<file path="config.mk">
export PLATFORM = sky130hd
export DESIGN_NAME = alu_arbiter
export DESIGN_NICKNAME = d
export VERILOG_FILES = /design/src/rtl/alu_arbiter.sv
export SDC_FILE = /design/constraint.sdc
export NUM_CORES = 1
export LEC_CHECK = 0
export CAP_MARGIN = 0
export CORE_MARGIN = 2
export CORE_UTILIZATION = 40
export CTS_CLUSTER_DIAMETER = 200
export CTS_CLUSTER_SIZE = 24
export DETAILED_ROUTE_END_ITERATION = 10
export PLACE_DENSITY = 0.88
export SLEW_MARGIN = 20
export SYNTH_ARGS = -nofsm -noshare
export SYNTH_HDL_FRONTEND = slang
export SYNTH_SLANG_ARGS = --single-unit
</file>
<file path="constraint.sdc">
create_clock -name clk -period 4.45 [get_ports clk]
set_clock_uncertainty 0.05 [all_clocks]
set_input_delay 0.89 -clock clk [delete_from_list [all_inputs] [get_ports clk]]
set_output_delay 0.89 -clock clk [all_outputs]
set_load 0.01 [all_outputs]
</file>
<file path="src/rtl/alu_arbiter.sv">
// Round-robin front end that shares one ALU between two requesters and returns tagged responses.
// Optional statistics counters are built when ALU_ARB_STATS_EN is defined.
module alu_arbiter #(
    parameter int unsigned BITS    = 16,
    parameter int unsigned ALU_LAT = 1
) (
    input  logic            clk,
    input  logic            rst,
    input  logic            req0_valid,
    output logic            req0_ready,
    input  logic [BITS-1:0] req0_a,
    input  logic [BITS-1:0] req0_b,
    input  logic [2:0]      req0_op,
    input  logic            req1_valid,
    output logic            req1_ready,
    input  logic [BITS-1:0] req1_a,
    input  logic [BITS-1:0] req1_b,
    input  logic [2:0]      req1_op,
    output logic            resp_valid,
    input  logic            resp_ready,
    output logic            resp_id,
    output logic [BITS-1:0] resp_data,
    output logic            resp_err,
    output logic [BITS-1:0] alu_a,
    output logic [BITS-1:0] alu_b,
    output logic [2:0]      alu_op,
    output logic            alu_rst,
    input  logic [BITS-1:0] alu_out,
    input  logic            alu_status,
    output logic            busy,
    output logic [15:0]     op_count,
    output logic [15:0]     err_count
);

    localparam int unsigned CW = (ALU_LAT < 1) ? 1 : $clog2(ALU_LAT + 1);

    typedef enum logic [1:0] {IDLE, EXEC, RESP, RECOVER} state_t;

    state_t          state_q;
    logic            last_grant_q;
    logic [CW-1:0]   cnt_q;
    logic [BITS-1:0] alu_a_q, alu_b_q, resp_data_q;
    logic [2:0]      alu_op_q;
    logic            resp_valid_q, resp_id_q, resp_err_q, alu_rst_q;

    logic grant_id_d;
    logic accept_d;
    logic err_resp_d;

    // When both request, the side that did not win last time gets the grant.
    always_comb begin
        grant_id_d = (req0_valid & req1_valid) ? ~last_grant_q : req1_valid;
    end

    // Ready is gated by rst so nothing looks accepted while reset is held.
    assign req0_ready = rst & (state_q == IDLE) & req0_valid & ~grant_id_d;
    assign req1_ready = rst & (state_q == IDLE) & req1_valid &  grant_id_d;
    assign accept_d   = req0_ready | req1_ready;
    assign err_resp_d = (state_q == EXEC) && (cnt_q == CW'(ALU_LAT)) && alu_status;

    always_ff @(posedge clk or negedge rst) begin
        if (!rst) begin
            state_q      <= IDLE;
            last_grant_q <= 1'b1;
            cnt_q        <= '0;
            alu_a_q      <= '0;
            alu_b_q      <= '0;
            alu_op_q     <= '0;
            resp_valid_q <= 1'b0;
            resp_id_q    <= 1'b0;
            resp_data_q  <= '0;
            resp_err_q   <= 1'b0;
            alu_rst_q    <= 1'b0;
        end else begin
            case (state_q)
                IDLE: begin
                    if (accept_d) begin
                        alu_a_q      <= grant_id_d ? req1_a  : req0_a;
                        alu_b_q      <= grant_id_d ? req1_b  : req0_b;
                        alu_op_q     <= grant_id_d ? req1_op : req0_op;
                        resp_id_q    <= grant_id_d;
                        last_grant_q <= grant_id_d;
                        cnt_q        <= '0;
                        state_q      <= EXEC;
                    end
                end
                EXEC: begin
                    if (cnt_q == CW'(ALU_LAT)) begin
                        resp_err_q   <= alu_status;
                        resp_data_q  <= alu_status ? '0 : alu_out;
                        resp_valid_q <= 1'b1;
                        state_q      <= RESP;
                    end else begin
                        cnt_q <= cnt_q + 1'b1;
                    end
                end
                RESP: begin
                    if (resp_ready) begin
                        resp_valid_q <= 1'b0;
                        if (resp_err_q) begin
                            alu_rst_q <= 1'b1;
                            state_q   <= RECOVER;
                        end else begin
                            state_q   <= IDLE;
                        end
                    end
                end
                RECOVER: begin
                    alu_rst_q <= 1'b0;
                    state_q   <= IDLE;
                end
                default: state_q <= IDLE;
            endcase
        end
    end

    assign alu_a      = alu_a_q;
    assign alu_b      = alu_b_q;
    assign alu_op     = alu_op_q;
    assign resp_valid = resp_valid_q;
    assign resp_id    = resp_id_q;
    assign resp_data  = resp_data_q;
    assign resp_err   = resp_err_q;
    assign alu_rst    = ~rst | alu_rst_q;
    assign busy       = (state_q != IDLE);

`ifdef ALU_ARB_STATS_EN
    logic [15:0] op_cnt_q, err_cnt_q;

    always_ff @(posedge clk or negedge rst) begin
        if (!rst) begin
            op_cnt_q  <= '0;
            err_cnt_q <= '0;
        end else begin
            if (accept_d && (op_cnt_q != '1))
                op_cnt_q <= op_cnt_q + 16'd1;
            if (err_resp_d && (err_cnt_q != '1))
                err_cnt_q <= err_cnt_q + 16'd1;
        end
    end

    assign op_count  = op_cnt_q;
    assign err_count = err_cnt_q;
`else
    logic unused_err_resp;
    assign unused_err_resp = err_resp_d;
    assign op_count  = '0;
    assign err_count = '0;
`endif

endmodule
</file>
Word level (Yosys, flattened, before mapping)
Cells that the tools add are included.
{ "totals": {"regBits": 59, "input_bits": 92, "out_inout_bits": 90, "word_cells": 60} }
{ "op_classes": {"addsub": 1, "eq_ne": 7, "muxes": 19, "bitwise_logic": 11, "n_reduce_logical": 11} }
{ "op_table": {"columns": ["op", "n"], "rows": [
  ["16-bit two-way mux", 3],
  ["3-bit AND reduction", 3],
  ["2-bit two-way mux", 4],
  ["2-bit != test, second input constant", 4],
  ["2-bit one-hot mux with 4 select lines", 1],
  ["2-bit nonzero test", 4],
  ["1-bit two-way mux", 7],
  ["1-bit AND", 6],
  ["1-bit one-hot mux with 2 select lines", 3],
  ["2-bit AND reduction", 3],
  ["2-bit == test, second input constant", 2],
  ["3-bit two-way mux", 1],
  ["1-bit inverter", 3],
  ["2-bit by 1-bit == test with 1-bit output, second input constant", 1],
  ["2-bit zero test", 1],
  ["1-bit bitwise OR", 2],
  ["1-bit adder, second input constant", 1]
]} }

Logic depth before layout (Yosys ltp)
Gate-level depths: netlist of the first run.
{ "depth": {"depth_word": 7, "depth_mapped": 6, "depth_no_buf": 3} }

Least setup slack after synthesis of the first run
Ideal clock, no wire load.
{ "synth_timing": {"path_type": "in2out", "start": "input port rst", "end": "output port req1_ready", "t_arrival_ps": 1528, "t_required_ps": 3510, "setup_slack_ps": 1982, "path_stages": 4, "path_buffers": 1, "cell_sequence": "nor3b_4 -> nand3_4 -> buf_2 -> inv_1"} }
{ "synth_between": {"elab_chain_cells": 3} }
{ "synth_lines": {"columns": ["element", "line_no", "source"], "rows": [
  ["start: declaration", "8", "input logic rst,"],
  ["1-bit AND (3 in series)", "57", "assign req1_ready = rst & (state_q == IDLE) & req1_valid & grant_id_d;"],
  ["end: declaration", "15", "output logic req1_ready,"]
]} }
No other way between the ends.

Final worst setup path of the first run
{ "layout_timing": {"start": "input port req0_valid", "end": "output port req0_ready"} }
{ "layout_between": {"elab_chain_cells": 4, "word_cells_on_any_way": 5, "cone_classes": "mux (1); bitwise (4)"} }
{ "layout_lines": {"columns": ["element", "line_no", "source"], "rows": [
  ["start: declaration", "9", "input logic req0_valid,"],
  ["1-bit AND", "52", "grant_id_d = (req0_valid & req1_valid) ? ~last_grant_q : req1_valid;"],
  ["1-bit two-way mux", "52", null],
  ["1-bit inverter", "56", "assign req0_ready = rst & (state_q == IDLE) & req0_valid & ~grant_id_d;"],
  ["1-bit AND (*)", "56", null],
  ["end: declaration", "10", "output logic req0_ready,"]
]} }
Every way passes the cells marked *; elsewhere a longest branch is shown, timed or not.

==> results by group, run 1 <==
Outcome
  • Status: complete, no violations

Pwr
  • Leak: 1.83 nW
  • Max VDD drop: 0.295 mV
  • P per Cell Area: 602 nW/µm²

Placed design
  • DP Worst Slack: 1.12 ns
  • Dpl hpwl: 5970 µm
  • RePlAce Congestion: 0.763
  • PortBufs: 149

Routing
  • Routed Antenna Nets: 0
  • Routed len/inst: 16.1 µm
  • # DRC: 0
  • Vias per cell: 4.94
  • Final WL: 8210 µm
  • 1st-iter DRT viols: 74
  • Drt first pass iters: 4
  • Via count: 2,513

Finish
  • Final #Nets: 497
  • Antenna diodes: 0
  • Synth-to-Final Area Change: 53.7%
  • Share of cells above drive strength 1: 13.2%

Clock network
  • Clk_lat worst skew: 0.32 ns
  • Worst-path clk slew: 0.07 ns
  • Root buffer cell: clkbuf_8
  • # Post-CTS Setup Buffers: 0
  • Hold_buf cts: 0
  • CTS max path bufs: 2
  • CTS tree: yes
  • Post-cts gate resize count: 0
  • CTS Buf Count: 9
  • CTS H-Tree Depth: 3
  • Clock sink count: 59

Logic synthesis
  • Largest cells by area after synthesis: dfrtp_1 49%, o221a_2 10%, buf_4 8.4%
  • Synth cell count leaders: 58 x dfrtp_1, 35 x or3_1, 33 x buf_4
  • Synth cell types: 32
  • Mapped Area: 2950 µm²
  • #FFs+latches synth: 59
  • Gate count of the mapped netlist: 261
  • Post-synthesis sequential area ratio: 50.1%
  • Count leader, synth: dfrtp_1
  • Synth Area per Inst: 11.3 µm²
  • Ys Warns: 0
  • Largest area contributor in the netlist: dfrtp_1
  • Main synth FF type: dfrtp_1
  • Synth async-reset ratio: 100%
  • Number of synthesized flops with an enable pin: 0
  • Top-area cell type share of the netlist area: 49.3%

Critical path
  • Worst Setup SP: req0_valid
  • RR Endpoint: alu_b[12]
  • Worst EP required: 3.51 ns
  • R2r setup slk: 2.43 ns
  • Crit path DAT: 2.36 ns
  • R2R cell count: 4
  • Crit path kind: input pin to output port
  • Startpoint Class: input pin
  • Reg-to-reg critical path startpoint: state_q[0]
  • Critical path endpoint: req0_ready
  • Crit-path max FO: 4
  • Critical Path End Type: output port

STA
  • Final setup fails: 0
  • RSZ-0062 raised after global routing: no
  • TNS Setup: 0 ns
  • Fmax: 0.303 GHz
  • Period utilization: 74.1%
  • Max-slew violation count: 0
  • Period minus WS final: 3.30 ns
  • Worst setup margin: 1.15 ns
  • Worst slew pin tran: 0.626 ns
  • Final Hold Fails: 0
  • Slew headroom: 58.2%

Global route
  • Grt total ovfl: 0
  • Pin count of the biggest net entering global routing: 50
  • Vias in the first global route: 2,511
  • Initial antenna violation count: 0
  • Total Routing Usage GR: 20.4%
  • First-pass GRT wire length: 13,200 µm

Die
  • Starting density of the core: 41.1%
  • Die Area: 8070 µm²
  • IO Pins: 182
  • Die Height: 89.8 µm
  • Die extent in x: 89.8 µm
  • Core box area: 7180 µm²
  • FP Rows: 31

Min path
  • Worst Hold Class: input pin to async pin

Flow run
  • Max_cap viols: 0
metrics by stage:
step	util, %	hold WS (ns)	power (mW)	area (µm²)	cells
after floorplan	-	0.446	1.59	3060	292
after global placement	60.3	0.413	2.21	4320	492
after detailed placement	60.3	0.427	2.26	4320	492
after CTS	62.9	0.411	2.75	4510	508
after global routing	63.1	0.432	2.89	4530	509
final	63.1	0.422	2.73	4530	509
report_power, final:
group	switching, mW	leakage, nW	internal, mW
logic	0.529	1.04	0.759
registers	0.167	0.687	0.801
clock network	0.198	0.0974	0.273
registers in the layout, summed over array words and instances (netlist names):
register and count:
alu_a 16, alu_b 16, alu_op 3, alu_rst_q 1, cnt_q 1, last_grant_q 1, resp_data 16, resp_err 1
resp_id 1, resp_valid 1, state_q 2
worst min path at each step:
stage	from	slack, ns	endpoint
finish	rst	0.42	alu_a[3]
global route	rst	0.43	alu_a[0]
CTS	rst	0.41	alu_a[3]
detailed placement	resp_data[13]	0.43	resp_data[13]
global placement	resp_data[2]	0.41	resp_data[2]
floorplan	alu_rst_q	0.45	alu_rst_q
layout make-up:
cell class,instances,area (µm²)
fillers,552,2650
repair buffers,155,1540
flip-flops and latches,59,1480
multi-input cells,176,1180
clock buffers,13,149
well taps,99,124
clock inverters,3,40.0
inverters,4,15.0
per-layer routing:
layer / up-vias / share of wire [%] / wire (µm) / track usage, %
met3: 11 / 8.8 / 723 / 6.37
li1: 1169 / - / - / -
met5: - / 0 / 0 / 0
met1: 1212 / 44 / 3570 / 25.8
met2: 121 / 46 / 3820 / 33.7
met4: 0 / 1.2 / 99 / 6.41
worst max-delay path: stages:
cell             delay, ns
clkdlybuf4s50_1       0.59
nand4bb_4             0.13
nor2_1                0.17
clkdlybuf4s50_1       0.57
cells by family after synthesis:
group	after synthesis	synth area share, %
simple gates	81	16.9
compound gates	62	18.7
flops	59	50.1
buf+inv	57	13.7
mux	1	0.382
other cells	1	0.127
layout by cell type, fill, tap and decap left out, drive strengths merged, types with 2 or more instances in the layout:
cell type,count
clkbuf,13
o221a,35
nor2,2
nand2,20
conb,32
o21ai,19
clkinv,2
clkdlybuf4s50,148
buf,7
nand2b,17
inv,4
or3,35
dfrtp,58
a21oi,2
Power figures use the tool's default switching activity.
==> run 2, diff against run 1 <==
--- a/config.mk
+++ b/config.mk
@@ -7,11 +7,11 @@
 export LEC_CHECK = 0
 export CAP_MARGIN = 0
 export CORE_MARGIN = 2
-export CORE_UTILIZATION = 40
+export CORE_UTILIZATION = 37
 export CTS_CLUSTER_DIAMETER = 200
 export CTS_CLUSTER_SIZE = 24
 export DETAILED_ROUTE_END_ITERATION = 10
-export PLACE_DENSITY = 0.88
+export PLACE_DENSITY = 0.82
 export SLEW_MARGIN = 20
 export SYNTH_ARGS = -nofsm -noshare
 export SYNTH_HDL_FRONTEND = slang
==> constraint.sdc (replaced) <==
create_clock -name clk -period 3.1 [get_ports clk]
set_clock_uncertainty 0.05 [all_clocks]
set_input_delay 0.62 -clock clk [delete_from_list [all_inputs] [get_ports clk]]
set_output_delay 0.62 -clock clk [all_outputs]
set_load 0.01 [all_outputs]
==> run 2 against run 1 <==
Effect of this change: combinational power rose by 41%; global-route usage fell by 1.9 points; routed wire length fell by 3.0%; cell count rose by 0.79%; first-iteration DRC count fell by 9.5%; critical path depth did not move; worst hold slack got worse by 0.095 ns; clock-buffer cell count rose by 1; highest routed layer unchanged; sequential power rose by 43%; non-clock buffer count rose by 1.
==> results by group, run 2 (synthesis results as in run 1) <==
Outcome
  • Status: complete, no violations

Finish
  • Synth-to-Final Area Change: 53.2%
  • Final #Nets: 498
  • Design area: 4520 µm²
  • Most common cell after layout, fill and taps aside: clkdlybuf4s50_1
  • Share of cells above drive strength 1: 13.4%
  • Antenna diodes: 0
  • Most frequent cells in the layout: 148 x clkdlybuf4s50_1, 58 x dfrtp_1, 35 x or3_1

Critical path
  • Crit path DAT: 2.02 ns
  • Crit-path max FO: 4
  • Worst-path cell chain: clkdlybuf4s50_1 > nor2b_2 > nor2_1 > clkdlybuf4s50_1
  • CP max-delay cell: clkdlybuf4s50_1
  • Critical Path End Type: output port
  • Startpoint Class: input pin
  • Worst path top cell family by delay: buffers and inverters
  • Cell mode on critical path: clkdlybuf4s50_1
  • CP bufs+invs: 2
  • CP peak stage delay: 0.57 ns
  • Worst EP required: 2.43 ns
  • Crit path kind: input pin to output port

Clock network
  • CTS tree: yes
  • Root buffer cell: clkbuf_8
  • CTS max path bufs: 2
  • CTS Buf Count: 9
  • Clock sink count: 59
  • Hold_buf cts: 0
  • Post-cts gate resize count: 0
  • # Post-CTS Setup Buffers: 0
  • CTS H-Tree Depth: 3
  • Clk_lat worst skew: 0.32 ns
  • Worst-path clk slew: 0.06 ns

STA
  • Final Hold Fails: 0
  • Final setup fails: 0
  • TNS Setup: 0 ns
  • Period minus WS final: 2.69 ns
  • Fmax: 0.372 GHz
  • Max-slew violation count: 0
  • Period utilization: 86.8%
  • RSZ-0062 raised after global routing: no

Global route
  • Initial antenna violation count: 0
  • Total Routing Usage GR: 18.6%
  • Met2 usage: 28.5%
  • Pin count of the biggest net entering global routing: 38
  • Met1 usage: 24.2%
  • First-pass GRT wire length: 12,500 µm
  • GRT met3 Usage: 7.90%
  • GR peak layer: met2
  • Grt total ovfl: 0
  • Vias in the first global route: 2,457

Routing
  • Drt first pass iters: 4
  • Routed Antenna Nets: 0
  • 1st-iter DRT viols: 67
  • Via count: 2,515
  • Routed len/inst: 15.5 µm
  • # DRC: 0
  • Final WL: 7970 µm
  • Vias per cell: 4.90

Die
  • Starting density of the core: 38.1%
  • Die Area: 8690 µm²
  • Core box area: 7730 µm²
  • IO Pins: 182
  • Die Height: 93.2 µm
  • FP Rows: 32
  • Die extent in x: 93.2 µm

Placed design
  • RePlAce Congestion: 0.747
  • DP Area: 4340 µm²
  • PortBufs: 149
  • Dpl hpwl: 5670 µm

Min path
  • Worst Hold Class: input pin to async pin

Flow run
  • Max_cap viols: 0

Pwr
  • P per Cell Area: 845 nW/µm²
  • Tot Pwr: 3.82 mW
  • Leak: 1.82 nW
  • Max VDD drop: 0.435 mV
-- run 2: changes by cell type in the layout (fill, tap and decap cells not counted), sizes merged --
cell and change:
buf +1, clkbuf +1, bufinv -1
-- run 2: worst paths after layout --
| kind | slack (ns) | cells after the start | to | from |
|---|---|---|---|---|
| max | 0.41 | 4 | req0_ready | req1_valid |
| min | 0.33 | 2 | resp_data[7] | rst |
| max reg2reg | 1.34 | 4 | alu_a[7] | state_q[0] |
| min reg2reg | 0.43 | 2 | resp_data[0] | resp_data[0] |
| max in group asynchronous | 1.90 | 3 | last_grant_q | rst |
| min in group clk | 0.43 | 2 | resp_data[0] | resp_data[0] |
-- run 2: stage by stage --
step	cells	setup WS, ns	util, %	hold WS, ns
floorplan	292	1.17	-	0.274
global placement	497	0.423	56.2	0.415
detailed placement	497	0.398	56.2	0.419
CTS	513	0.383	58.4	0.313
global route	513	0.313	58.4	0.339
finish	513	0.410	58.4	0.327
-- run 2: cell type report --
| cell class | count | area [µm²] |
|---|---|---|
| Fill cell | 635 | 3210 |
| Timing Repair Buffer | 156 | 1540 |
| Sequential cell | 59 | 1480 |
| Multi-Input combinational cell | 176 | 1180 |
| Clock buffer | 14 | 163 |
| Tap cell | 102 | 128 |
| Inverter | 4 | 15.0 |
| Clock inverter | 2 | 10.0 |
-- run 2: layer usage --
metal | vias to the layer above | wire length (µm) | share of wire, %
met2 | 132 | 3620 | 45
met3 | 7 | 840 | 11
met5 | - | 0 | 0
li1 | 1171 | - | -
met1 | 1205 | 3450 | 43
met4 | 0 | 59 | 0.74
-- run 2: where the power goes --
group | internal [mW] | leakage, nW | switching (mW)
Clock | 0.332 | 0.0905 | 0.283
Sequential | 1.15 | 0.687 | 0.235
Combinational | 1.08 | 1.05 | 0.737
-- run 2: worst register-to-register path, delay by kind of cell (launching register included) --
kind / cells / cell delay [ns]
compound gates: 2 / 0.46
flops: 1 / 0.50
buf+inv: 1 / 0.36
simple gates: 1 / 0.33
==> run 3, diff against run 2 <==
--- a/config.mk
+++ b/config.mk
@@ -11,7 +11,7 @@
 export CTS_CLUSTER_DIAMETER = 200
 export CTS_CLUSTER_SIZE = 24
 export DETAILED_ROUTE_END_ITERATION = 10
-export PLACE_DENSITY = 0.82
+export PLACE_DENSITY_LB_ADDON = 0.08
 export SLEW_MARGIN = 20
 export SYNTH_ARGS = -nofsm -noshare
 export SYNTH_HDL_FRONTEND = slang
==> run 3 against run 2 <==
Effect of this change: sequential share of layout area shrank 0.14 points; highest routed layer unchanged; sequential cell count is the same; first-iteration DRC count grew 57%; combinational power is essentially flat.
==> results by group, run 3 (synthesis results as in run 1) <==
STA
  • RSZ-0062 raised after global routing: no
  • Final setup fails: 0
  • Worst slew pin tran: 0.681 ns
  • Max-slew violation count: 0
  • TNS Setup: 0 ns
  • Fmax: 0.378 GHz
  • Period utilization: 85.3%
  • Slew headroom: 54.6%
  • Final Hold Fails: 0
  • Period minus WS final: 2.64 ns

Critical path
  • Crit-path max FO: 4
  • Critical Path End Type: output port
  • Reg-to-reg critical path startpoint: state_q[0]
  • R2R cell count: 4
  • Startpoint Class: input pin
  • Cell mode on critical path: clkdlybuf4s50_1
  • CP bufs+invs: 3
  • Worst-path cell chain: clkdlybuf4s50_1 > nand2_1 > nand3_4 > inv_1 > clkdlybuf4s50_1
  • CP peak stage delay: 0.56 ns
  • Worst EP required: 2.43 ns
  • R2r setup slk: 1.32 ns
  • Crit path kind: input pin to output port
  • RR Endpoint: alu_a[1]
  • CP max-delay cell: clkdlybuf4s50_1
  • Crit path DAT: 1.97 ns
  • Worst path top cell family by delay: buffers and inverters

Die
  • Starting density of the core: 38.1%
  • Die extent in x: 93.2 µm
  • IO Pins: 182
  • Die Height: 93.2 µm
  • Core box area: 7730 µm²
  • FP Rows: 32
  • Die Area: 8690 µm²

Finish
  • Most common cell after layout, fill and taps aside: clkdlybuf4s50_1
  • Antenna diodes: 0
  • Design area: 4530 µm²
  • Area occupied by registers: 1480 µm²
  • Most frequent cells in the layout: 148 x clkdlybuf4s50_1, 58 x dfrtp_1, 35 x or3_1
  • Fillers: 676
  • Synth-to-Final Area Change: 53.9%
  • Fin util: 58.7%
  • Final #Nets: 498
  • Multi-input gate area: 1180 µm²
  • Share of cells above drive strength 1: 13.7%
  • Final Non-Filler Cells: 512

Routing
  • # DRC: 0
  • Via count: 2,421
  • Met3 routed WL: 673 µm
  • 1st-iter DRT viols: 105
  • Top Layer Used: met4
  • Drt first pass iters: 4
  • Routed wl met2: 3740 µm
  • Routed len/inst: 15.8 µm
  • Routed Antenna Nets: 0
  • Final WL: 8090 µm
  • Met1 wire length: 3550 µm
  • Vias per cell: 4.73

Clock network
  • CTS tree: yes
  • Hold_buf cts: 0
  • Clk_lat worst skew: 0.33 ns
  • CTS max path bufs: 2
  • # Post-CTS Setup Buffers: 0
  • Worst-path clk slew: 0.06 ns
  • Clock sink count: 59
  • CTS Buf Count: 9
  • Post-cts gate resize count: 0
  • CTS H-Tree Depth: 3
  • Root buffer cell: clkbuf_8

Flow run
  • Max_cap viols: 0

Outcome
  • Status: complete, no violations

Global route
  • Vias in the first global route: 2,466
  • First-pass GRT wire length: 12,600 µm
  • Total Routing Usage GR: 18.9%
  • Grt total ovfl: 0
  • Pin count of the biggest net entering global routing: 53
  • Initial antenna violation count: 0

Placed design
  • DP Area: 4360 µm²
  • Dpl hpwl: 5490 µm
  • PortBufs: 149
  • Placed insts: 497
  • RePlAce Congestion: 0.736

Min path
  • Worst Hold Class: input pin to async pin

Pwr
  • Tot Pwr: 3.84 mW
  • Max VDD drop: 0.414 mV
  • Leak: 1.83 nW
  • P per Cell Area: 847 nW/µm²
-- run 3: cell types whose count changed in the layout (fill, tap and decap cells not counted), sizes merged --
cell / change
clkbuf: -1
-- run 3: metrics by stage --
stage | setup WS [ns] | hold slack, ns
after floorplan | 1.17 | 0.274
after global placement | 0.457 | 0.411
after detailed placement | 0.428 | 0.418
after CTS | 0.428 | 0.165
after global routing | 0.394 | 0.172
final | 0.456 | 0.175
-- run 3: power breakdown --
part	switching (mW)	leakage, nW	total [mW]	internal, mW
clock network	0.285	0.0953	0.634	0.349
logic	0.736	1.05	1.83	1.09
registers	0.232	0.687	1.38	1.15
total	1.25	1.83	3.84	2.59
-- run 3: area by class of cell --
cell class,instances,area share [%]
clock buffer,13,3.73
timing repair buffer,156,34.2
clock inverter,2,0.221
multi-input combinational,176,26.1
sequential,59,32.6
tap,102,2.81
inverter,4,0.331
-- run 3: worst register-to-register path, delay by kind of cell (launching register included) --
kind / cells / cell delay [ns]
AOI/OAI and AO/OA: 2 / 0.64
buffers and inverters: 1 / 0.24
and+or+nand+nor: 1 / 0.31
DFF: 1 / 0.49
-- run 3: worst max path at each step --
stage | startpoint | cells past startpoint | end | slack [ns]
2_1_floorplan | rst | 4 | req1_ready | 1.17
3_3_place_gp | req0_valid | 5 | req1_ready | 0.46
3_5_place_dp | req0_valid | 5 | req1_ready | 0.43
4_1_cts | req0_valid | 5 | req1_ready | 0.43
5_1_grt | req0_valid | 5 | req1_ready | 0.39
6_report | req0_valid | 5 | req1_ready | 0.46
-- run 3: per-layer routing --
layer  track usage [%]  vias up
met5                 0        -
met4              8.33        0
met3              5.24       12
met2              29.3      108
met1              24.6     1129
li1                  -     1172
